**config.mk**
```make
export PLATFORM = sky130hd
export DESIGN_NAME = rsa_mod_prep
export DESIGN_NICKNAME = d
export VERILOG_FILES = /design/src/rtl/rsa_pkg.sv /design/src/rtl/rsa_mod_dbl.sv /design/src/rtl/rsa_mod_prep.sv
export SDC_FILE = /design/constraint.sdc
export NUM_CORES = 2
export LEC_CHECK = 0
export BUFFER_PORTS_ARGS = -buffer_cell sky130_fd_sc_hd__buf_2
export CAP_MARGIN = 15
export CORE_UTILIZATION = 45
export DETAILED_ROUTE_END_ITERATION = 7
export PLACE_DENSITY = 0.65
export SKIP_CTS_REPAIR_TIMING = 1
export SLEW_MARGIN = 20
export SYNTH_ARGS = -nofsm -noshare
export SYNTH_HDL_FRONTEND = slang
export SYNTH_SLANG_ARGS = --single-unit
```
**constraint.sdc**
```tcl
create_clock -name clk -period 4.7 [get_ports clk]
set_input_delay 1.41 -clock clk [delete_from_list [all_inputs] [get_ports clk]]
set_output_delay 1.41 -clock clk [all_outputs]
set_load 0.1 [all_outputs]
```
**src/rtl/rsa_pkg.sv**
```systemverilog
// rtl/rsa_pkg.sv - shared RSA256 datapath constants and prep-stage state encoding
package rsa_pkg;

  localparam int RSA_WIDTH = 256;
  localparam int RSA_CNT_W = 9;

  typedef enum logic [1:0] {
    PREP_IDLE   = 2'd0,
    PREP_REDUCE = 2'd1,
    PREP_SHIFT  = 2'd2,
    PREP_DONE   = 2'd3
  } prep_state_e;

endpackage

```
**src/rtl/rsa_mod_dbl.sv**
```systemverilog
// rtl/rsa_mod_dbl.sv - combinational ({x,in_bit} mod N), valid when x < N
module rsa_mod_dbl #(
  parameter int WIDTH = 256
) (
  input  logic [WIDTH-1:0] x,
  input  logic             in_bit,
  input  logic [WIDTH-1:0] N,
  output logic [WIDTH-1:0] r
);

  logic [WIDTH:0] s;
  logic           ge;

  // The compare is WIDTH+1 bits wide; the subtract can be truncated because
  // the true difference is always below N when x < N.
  always_comb begin
    s  = {x, in_bit};
    ge = (s >= {1'b0, N});
    r  = ge ? (s[WIDTH-1:0] - N) : s[WIDTH-1:0];
  end

endmodule

```
**src/rtl/rsa_mod_prep.sv**
```systemverilog
// rtl/rsa_mod_prep.sv - computes y*2^WIDTH mod N by repeated modular doubling
// Optional RSA_PREP_FULL_REDUCE_EN adds a bit-serial y mod N phase before the doubling.
module rsa_mod_prep
  import rsa_pkg::*;
#(
  parameter int WIDTH = RSA_WIDTH,
  parameter int CNT_W = RSA_CNT_W
) (
  input  logic             clk,
  input  logic             rst,
  input  logic             start,
  input  logic [WIDTH-1:0] N,
  input  logic [WIDTH-1:0] y,
  output logic [WIDTH-1:0] m,
  output logic             finish,
  output logic             busy
);

  localparam logic [CNT_W-1:0] LAST_CNT = CNT_W'(WIDTH - 1);

  prep_state_e      state_q, state_d;
  logic [CNT_W-1:0] cnt_q, cnt_d;
  logic [WIDTH-1:0] t_q, t_d;
  logic [WIDTH-1:0] n_q, n_d;
  logic [WIDTH-1:0] m_q, m_d;
  logic             finish_q, finish_d;
  logic             dbl_bit;
  logic [WIDTH-1:0] dbl_out;
  logic             last_step;
`ifdef RSA_PREP_FULL_REDUCE_EN
  logic [WIDTH-1:0] y_q, y_d;
`endif

  assign last_step = (cnt_q == LAST_CNT);

  // Single doubler shared by the REDUCE and SHIFT phases.
  rsa_mod_dbl #(.WIDTH(WIDTH)) u_dbl (
    .x      (t_q),
    .in_bit (dbl_bit),
    .N      (n_q),
    .r      (dbl_out)
  );

  always_comb begin
    state_d  = state_q;
    cnt_d    = cnt_q;
    t_d      = t_q;
    n_d      = n_q;
    m_d      = m_q;
    finish_d = 1'b0;
    dbl_bit  = 1'b0;
`ifdef RSA_PREP_FULL_REDUCE_EN
    y_d      = y_q;
`endif
    case (state_q)
      PREP_IDLE: begin
        if (start) begin
          n_d   = N;
          cnt_d = '0;
`ifdef RSA_PREP_FULL_REDUCE_EN
          t_d     = '0;
          y_d     = y;
          state_d = PREP_REDUCE;
`else
          t_d     = y;
          state_d = PREP_SHIFT;
`endif
        end
      end
`ifdef RSA_PREP_FULL_REDUCE_EN
      PREP_REDUCE: begin
        // y is consumed MSB first by shifting the latched copy left.
        dbl_bit = y_q[WIDTH-1];
        t_d     = dbl_out;
        y_d     = {y_q[WIDTH-2:0], 1'b0};
        cnt_d   = cnt_q + 1'b1;
        if (last_step) begin
          cnt_d   = '0;
          state_d = PREP_SHIFT;
        end
      end
`endif
      PREP_SHIFT: begin
        t_d   = dbl_out;
        cnt_d = cnt_q + 1'b1;
        if (last_step) begin
          m_d      = (n_q == '0) ? '0 : dbl_out;
          finish_d = 1'b1;
          state_d  = PREP_DONE;
        end
      end
      PREP_DONE: begin
        state_d = PREP_IDLE;
      end
      default: begin
        state_d = PREP_IDLE;
      end
    endcase
  end

  always_ff @(posedge clk) begin
    if (rst) begin
      state_q  <= PREP_IDLE;
      cnt_q    <= '0;
      t_q      <= '0;
      n_q      <= '0;
      m_q      <= '0;
      finish_q <= 1'b0;
`ifdef RSA_PREP_FULL_REDUCE_EN
      y_q      <= '0;
`endif
    end else begin
      state_q  <= state_d;
      cnt_q    <= cnt_d;
      t_q      <= t_d;
      n_q      <= n_d;
      m_q      <= m_d;
      finish_q <= finish_d;
`ifdef RSA_PREP_FULL_REDUCE_EN
      y_q      <= y_d;
`endif
    end
  end

  assign m      = m_q;
  assign finish = finish_q;
  assign busy   = (state_q != PREP_IDLE);

endmodule

```
After elaboration in Yosys (flattened, before gate mapping)
Index checks and enable logic that the tools add are counted.
{"block": "word_totals", "output_inout_bits": 258, "mem_bits_ro": 0, "latchBits": 0, "ff_bits": 780, "mem_count": 0, "mem_bits_rw": 0, "word_cells": 33}
{"block": "op_classes", "magnitude_cmp": 1, "shift": 0, "eq_ne": 4, "n_mul": 0, "div_mod_pow": 0, "bitwise_logic": 1, "n_mux": 10, "n_reduce_logical": 9, "add_sub_neg": 2}
{"cell": "$mux W256", "count": 3}
{"cell": "$pmux W256 S2", "count": 1}
{"cell": "$ge A257 B256 Y1", "count": 1}
{"cell": "$logic_not A256 Y1", "count": 1}
{"cell": "$sub A256 B256 Y256", "count": 1}
{"cell": "$pmux W9 S2", "count": 1}
{"cell": "$add A9 B1 Y9 const B", "count": 1}
{"cell": "$eq A9 B8 Y1 const B", "count": 1}
{"cell": "$mux W9", "count": 1}
{"cell": "$reduce_and A2 Y1", "count": 4}
{"cell": "$mux W2", "count": 2}
{"cell": "$ne A2 B2 Y1 const B", "count": 2}
{"cell": "$pmux W2 S2", "count": 1}
{"cell": "$reduce_bool A2 Y1", "count": 2}
{"cell": "$eq A2 B2 Y1 const B", "count": 1}
{"cell": "$logic_not A2 Y1", "count": 1}
{"cell": "$reduce_or A2 Y1", "count": 1}
{"cell": "$mux W1", "count": 1}
{"cell": "$not A1 Y1", "count": 1}

Logic depth before layout (Yosys ltp)
{"block": "depth", "depth_word": 3, "ltp_mapped": 21, "mapped_depth_nobuf": 17}

Cells and area by module
Synthesis repeated with hierarchy kept, for this count alone.
{"block": "unflattened", "hier_cells": 7443, "area_unflattened_um2": 51050.2}
{"mod": "rsa_mod_prep", "area_each_um2": 28432.3, "n_inst": 1, "cells_per_inst": 3568}
{"mod": "rsa_mod_dbl", "area_each_um2": 22617.9, "n_inst": 1, "cells_per_inst": 3875}

Least setup slack after synthesis
OpenSTA, ideal clock, no wires.
{"block": "synth_path", "path_kind": "reg-to-reg", "start": "register n_q[15]", "end": "register t_q[97]", "required_time_ns": 4.572, "setup_slack_ns": 0.669, "path_stages_with_launch": 21, "t_arrival_ns": 3.903, "setup_time_ns": 0.128, "synth_period_minus_slack_ns": 4.031, "path_cell_list": "dfxtp_1 > inv_1 > ha_1 > buf_2 > and3_1 > nand2_1 > or4_1 > a31o_2 > a21oi_1 > o211ai_1 > a31o_2 > o21a_1 > o21ai_2 > a31o_2 > buf_4 > buf_2 > buf_2 > mux2i_1 > nor2_1 > a221oi_1 > nor2_1"}
{"block": "synth_between", "elab_chain_len": 3, "word_cells_on_any_way": 4, "classes_between": "1 x add/sub; 1 x order compare; 2 x mux"}
{"item": "from (decl)", "line": "rsa_mod_prep.sv:24", "source": "logic [WIDTH-1:0] n_q, n_d;"}
{"item": "from (signal assigned)", "line": "rsa_mod_prep.sv:116", "source": "n_q <= n_d;"}
{"item": "$sub A256 B256 Y256 or $ge A257 B256 Y1 (tied branches)", "line": "rsa_mod_dbl.sv:19, rsa_mod_dbl.sv:18"}
{"item": "$mux W256 (*)", "line": "rsa_mod_dbl.sv:19", "source": "r = ge ? (s[WIDTH-1:0] - N) : s[WIDTH-1:0];"}
{"item": "$pmux W256 S2 (*)", "line": "rsa_mod_prep.sv:55", "source": "case (state_q)"}
{"item": "to (signal assigned)", "line": "rsa_mod_prep.sv:115", "source": "t_q <= t_d;"}
{"item": "to (decl)", "line": "rsa_mod_prep.sv:23", "source": "logic [WIDTH-1:0] t_q, t_d;"}
Every way passes the cells marked *; elsewhere a longest branch is shown, timed or not.
A chain may end at the register's enable or synchronous reset.

Worst setup path in the final report
{"block": "layout_path", "start": "register n_q[15]", "end": "register m_q[165] (netlist: m[165])"}
{"block": "layout_between", "elab_chain_len": 3, "word_cells_on_any_way": 5, "classes_between": "1 x add/sub; 1 x order compare; 2 x mux; 1 x reduce/logical"}
{"item": "$sub A256 B256 Y256 or $ge A257 B256 Y1 (tied branches)", "line": "rsa_mod_dbl.sv:19, rsa_mod_dbl.sv:18"}
{"item": "$mux W256", "line": "rsa_mod_dbl.sv:19"}
{"item": "$mux W256 (*)", "line": "rsa_mod_prep.sv:87", "source": "m_d = (n_q == '0) ? '0 : dbl_out;"}
{"item": "to (signal assigned)", "line": "rsa_mod_prep.sv:117", "source": "m_q <= m_d;"}
{"item": "to (decl)", "line": "rsa_mod_prep.sv:25", "source": "logic [WIDTH-1:0] m_q, m_d;"}
Marks and branches as above.

==> impl_metrics.toml <==
[worst_setup_path]
cp-end-kind = "flip-flop"
path_common_cell = "buf_4"
crit_required_ps = 5270
worstRegToRegCells = 20
crit_chain = "inv_2, ha_4, buf_4, and3_1, nand2_1, or4_1, a31o_2, buf_4, o211ai_4, a41oi_4, o31ai_2, buf_4, buf_4, and3_1, nor2_1, o21bai_1, a21boi_0, xnor2_1, a222oi_1, inv_1"
path_delay_family = "compound AO/OA/AOI/OAI gates"
critical_path_class = "reg -> reg"
crit_buf_inv = 6
worst-path-stages = 20
cp-start-kind = "flip-flop"
cpMaxStageDelayCell = "or4_1"
max_stage_delay_ps = 480
arrival_ps = 5210
crit_path_max_fanout = 3

[synth]
async_reset_ff_share_pct = 0
yosysUniqueCellTypes = 91
synth-seq-area-share_pct = 30.3
synth-edff-count = 0
syn_area_per_cell_um2 = 6.94
synth_warnings = 0
yosys_most_used_dff = "dfxtp_1"
netlist_area_um2 = 51500
syn_nets = 8206
ys_ff_latch = 780
netlist_instances = 7432

[sta]
finalCriticalPeriod_ps = 4640
timing.fmax_mhz = 215
finalHoldViolations = 0
period_share_pct = 98.7
tightest_slew_ps = 1120
setup_viol = 0
slew_headroom_pct = 24.5
rsz0062_at_grt = "yes"
worst_hold_slack_ps = 448
drv_slew = 0
skew_ps = 34.2

[global_routing]
grt_max_degree = 179
grt.total_usage_pct = 42.6
antenna_found_initial = 28
grt-ovfl-total = 0
grt_first_pass_wirelength_um = 376000
grt_pass1_vias = 59000

[status]
status = "complete, no violations"

[power_and_ir_drop]
vdd_drop_max_mv = 0.360
static-leakage-power_uw = 0.0296
p_seq_share_pct = 21.2
combinationalPowerShare_pct = 58.6
cellPowerDensity_nw_per_um2 = 548
p_sw_uw = 16600
clkPwrFrac_pct = 20.2
p_int_uw = 19500
p_sw_share_pct = 46.0

[clocking]
clock-root-buffer = "clkbuf_16"
cts.sinks = 780
cts_max_level = 3
cts_tree = "built"
clk_latency_ps = 700
cts_buffer_depth = 3
clkTransAtPathRegs_ps = 60
cts_buffers = 86

[floorplanning]
dieArea_um2 = 116000
die_h_um = 340
ios = 773
die_w_um = 340
core_area_um2 = 113000
row_count = 123
initial_core_util_pct = 45.6

[route]
routed_wl_um = 260000
wl_per_cell_um = 25.4
drt_first_pass_iters = 6
vias = 62300
routed_via_density = 6.09
postRouteAntennaNets = 0
drc = 0
drt_iter0_markers = 6944

[place]
io_buffers = 772
dp_cells = 10100
hpwl_um = 207000
gp_congestion = 1.09

[finish]
layout.cells.non_filler = 10200
nets = 9422
area_growth_pct = 27.8
final_common_cell = "nand2_1"
final_cell_mix = "1,449 x nand2_1, 924 x a21oi_1, 811 x buf_4"
layout-drive-gt1-share_pct = 22.2

[hold_path]
hold_class = "reg -> reg"
hold_depth = 2

[run]
maxCapViolCount = 0
-- metal layers --
metal	routed length (µm)	GRT usage, %
met1	103000	55.4
met2	116000	68.1
met3	26000	7.40
met4	14300	20.7
met5	151	0
-- metrics by stage --
step	TNS (ps)	worst slack [ps]	util, %	power, µW	instance area [µm²]
6_report	0	59.2	58.3	36100	65900
4_1_cts	-7270	-491	57.8	35100	65300
3_5_place_dp	-5460	-431	55.1	27800	62300
3_3_place_gp	-3170	-367	55.1	27900	62300
2_1_floorplan	0	669	-	18500	51500
5_1_grt	-678	-162	58.3	37600	65900
-- power by group through the flow --
stage	logic, µW	registers, µW	clock network, µW
floorplan	10900	7550	0
global placement	20100	7740	0
detailed placement	20100	7750	0
CTS	20200	7610	7350
global route	22400	7680	7600
finish	21200	7650	7310
-- area by class of cell --
| type | instances | area (µm²) |
|---|---|---|
| Inverter | 361 | 1360 |
| Tap cell | 1500 | 1880 |
| Fill cell | 10900 | 47100 |
| Timing Repair Buffer | 1621 | 10700 |
| Clock buffer | 117 | 2480 |
| Clock inverter | 38 | 513 |
| Sequential cell | 780 | 15600 |
| Multi-Input combinational cell | 5798 | 33300 |
| Antenna cell | 10 | 25.0 |
-- worst paths after layout --
check / startpoint / end / slack (ps)
hold reg to reg: m[95] / m[95] / 450
setup / recovery: n_q[15] / m[165] / 60
hold / removal: m[95] / m[95] / 450
setup reg to reg: n_q[15] / m[165] / 60
-- cell families after synthesis --
logic type / count (synthesis) / synth area share, %
multiplexers: 53 / 1.04
XOR/XNOR: 244 / 4.15
adder cells (fa/ha/maj): 259 / 6.30
AO/OA/AOI/OAI: 2379 / 28.0
flip-flops: 780 / 30.3
AND/OR/NAND/NOR: 2863 / 23.9
buffers and inverters: 854 / 6.35
-- cells in the mapped netlist (86+ instances only) --
cell,instances,area [µm²]
a21oi_1,942,4710
ha_1,258,3230
dfxtp_1,780,15600
nand3_1,90,450
xor2_1,102,893
inv_1,360,1350
clkbuf_1,436,1640
nor3_1,86,430
a21o_1,158,1190
o21bai_1,94,706
nor2_1,725,2720
nand4_1,186,1160
nand2_1,1454,5460
nor4_1,90,563
o21ai_0,567,2840
xnor2_1,142,1240
-- worst min-delay path, stage by stage, from the launching register on --
cell	delay [ps]
dfxtp_1	320
nand2_1	40
o21ai_0	50
-- flip-flops by register name (all words and copies together) (netlist names) --
| register | cells |
|---|---|
| m | 256 |
| n_q | 256 |
| state_q | 2 |
| finish | 1 |
| cnt_q | 9 |
| t_q | 256 |
(Power assumes the default switching activity.)
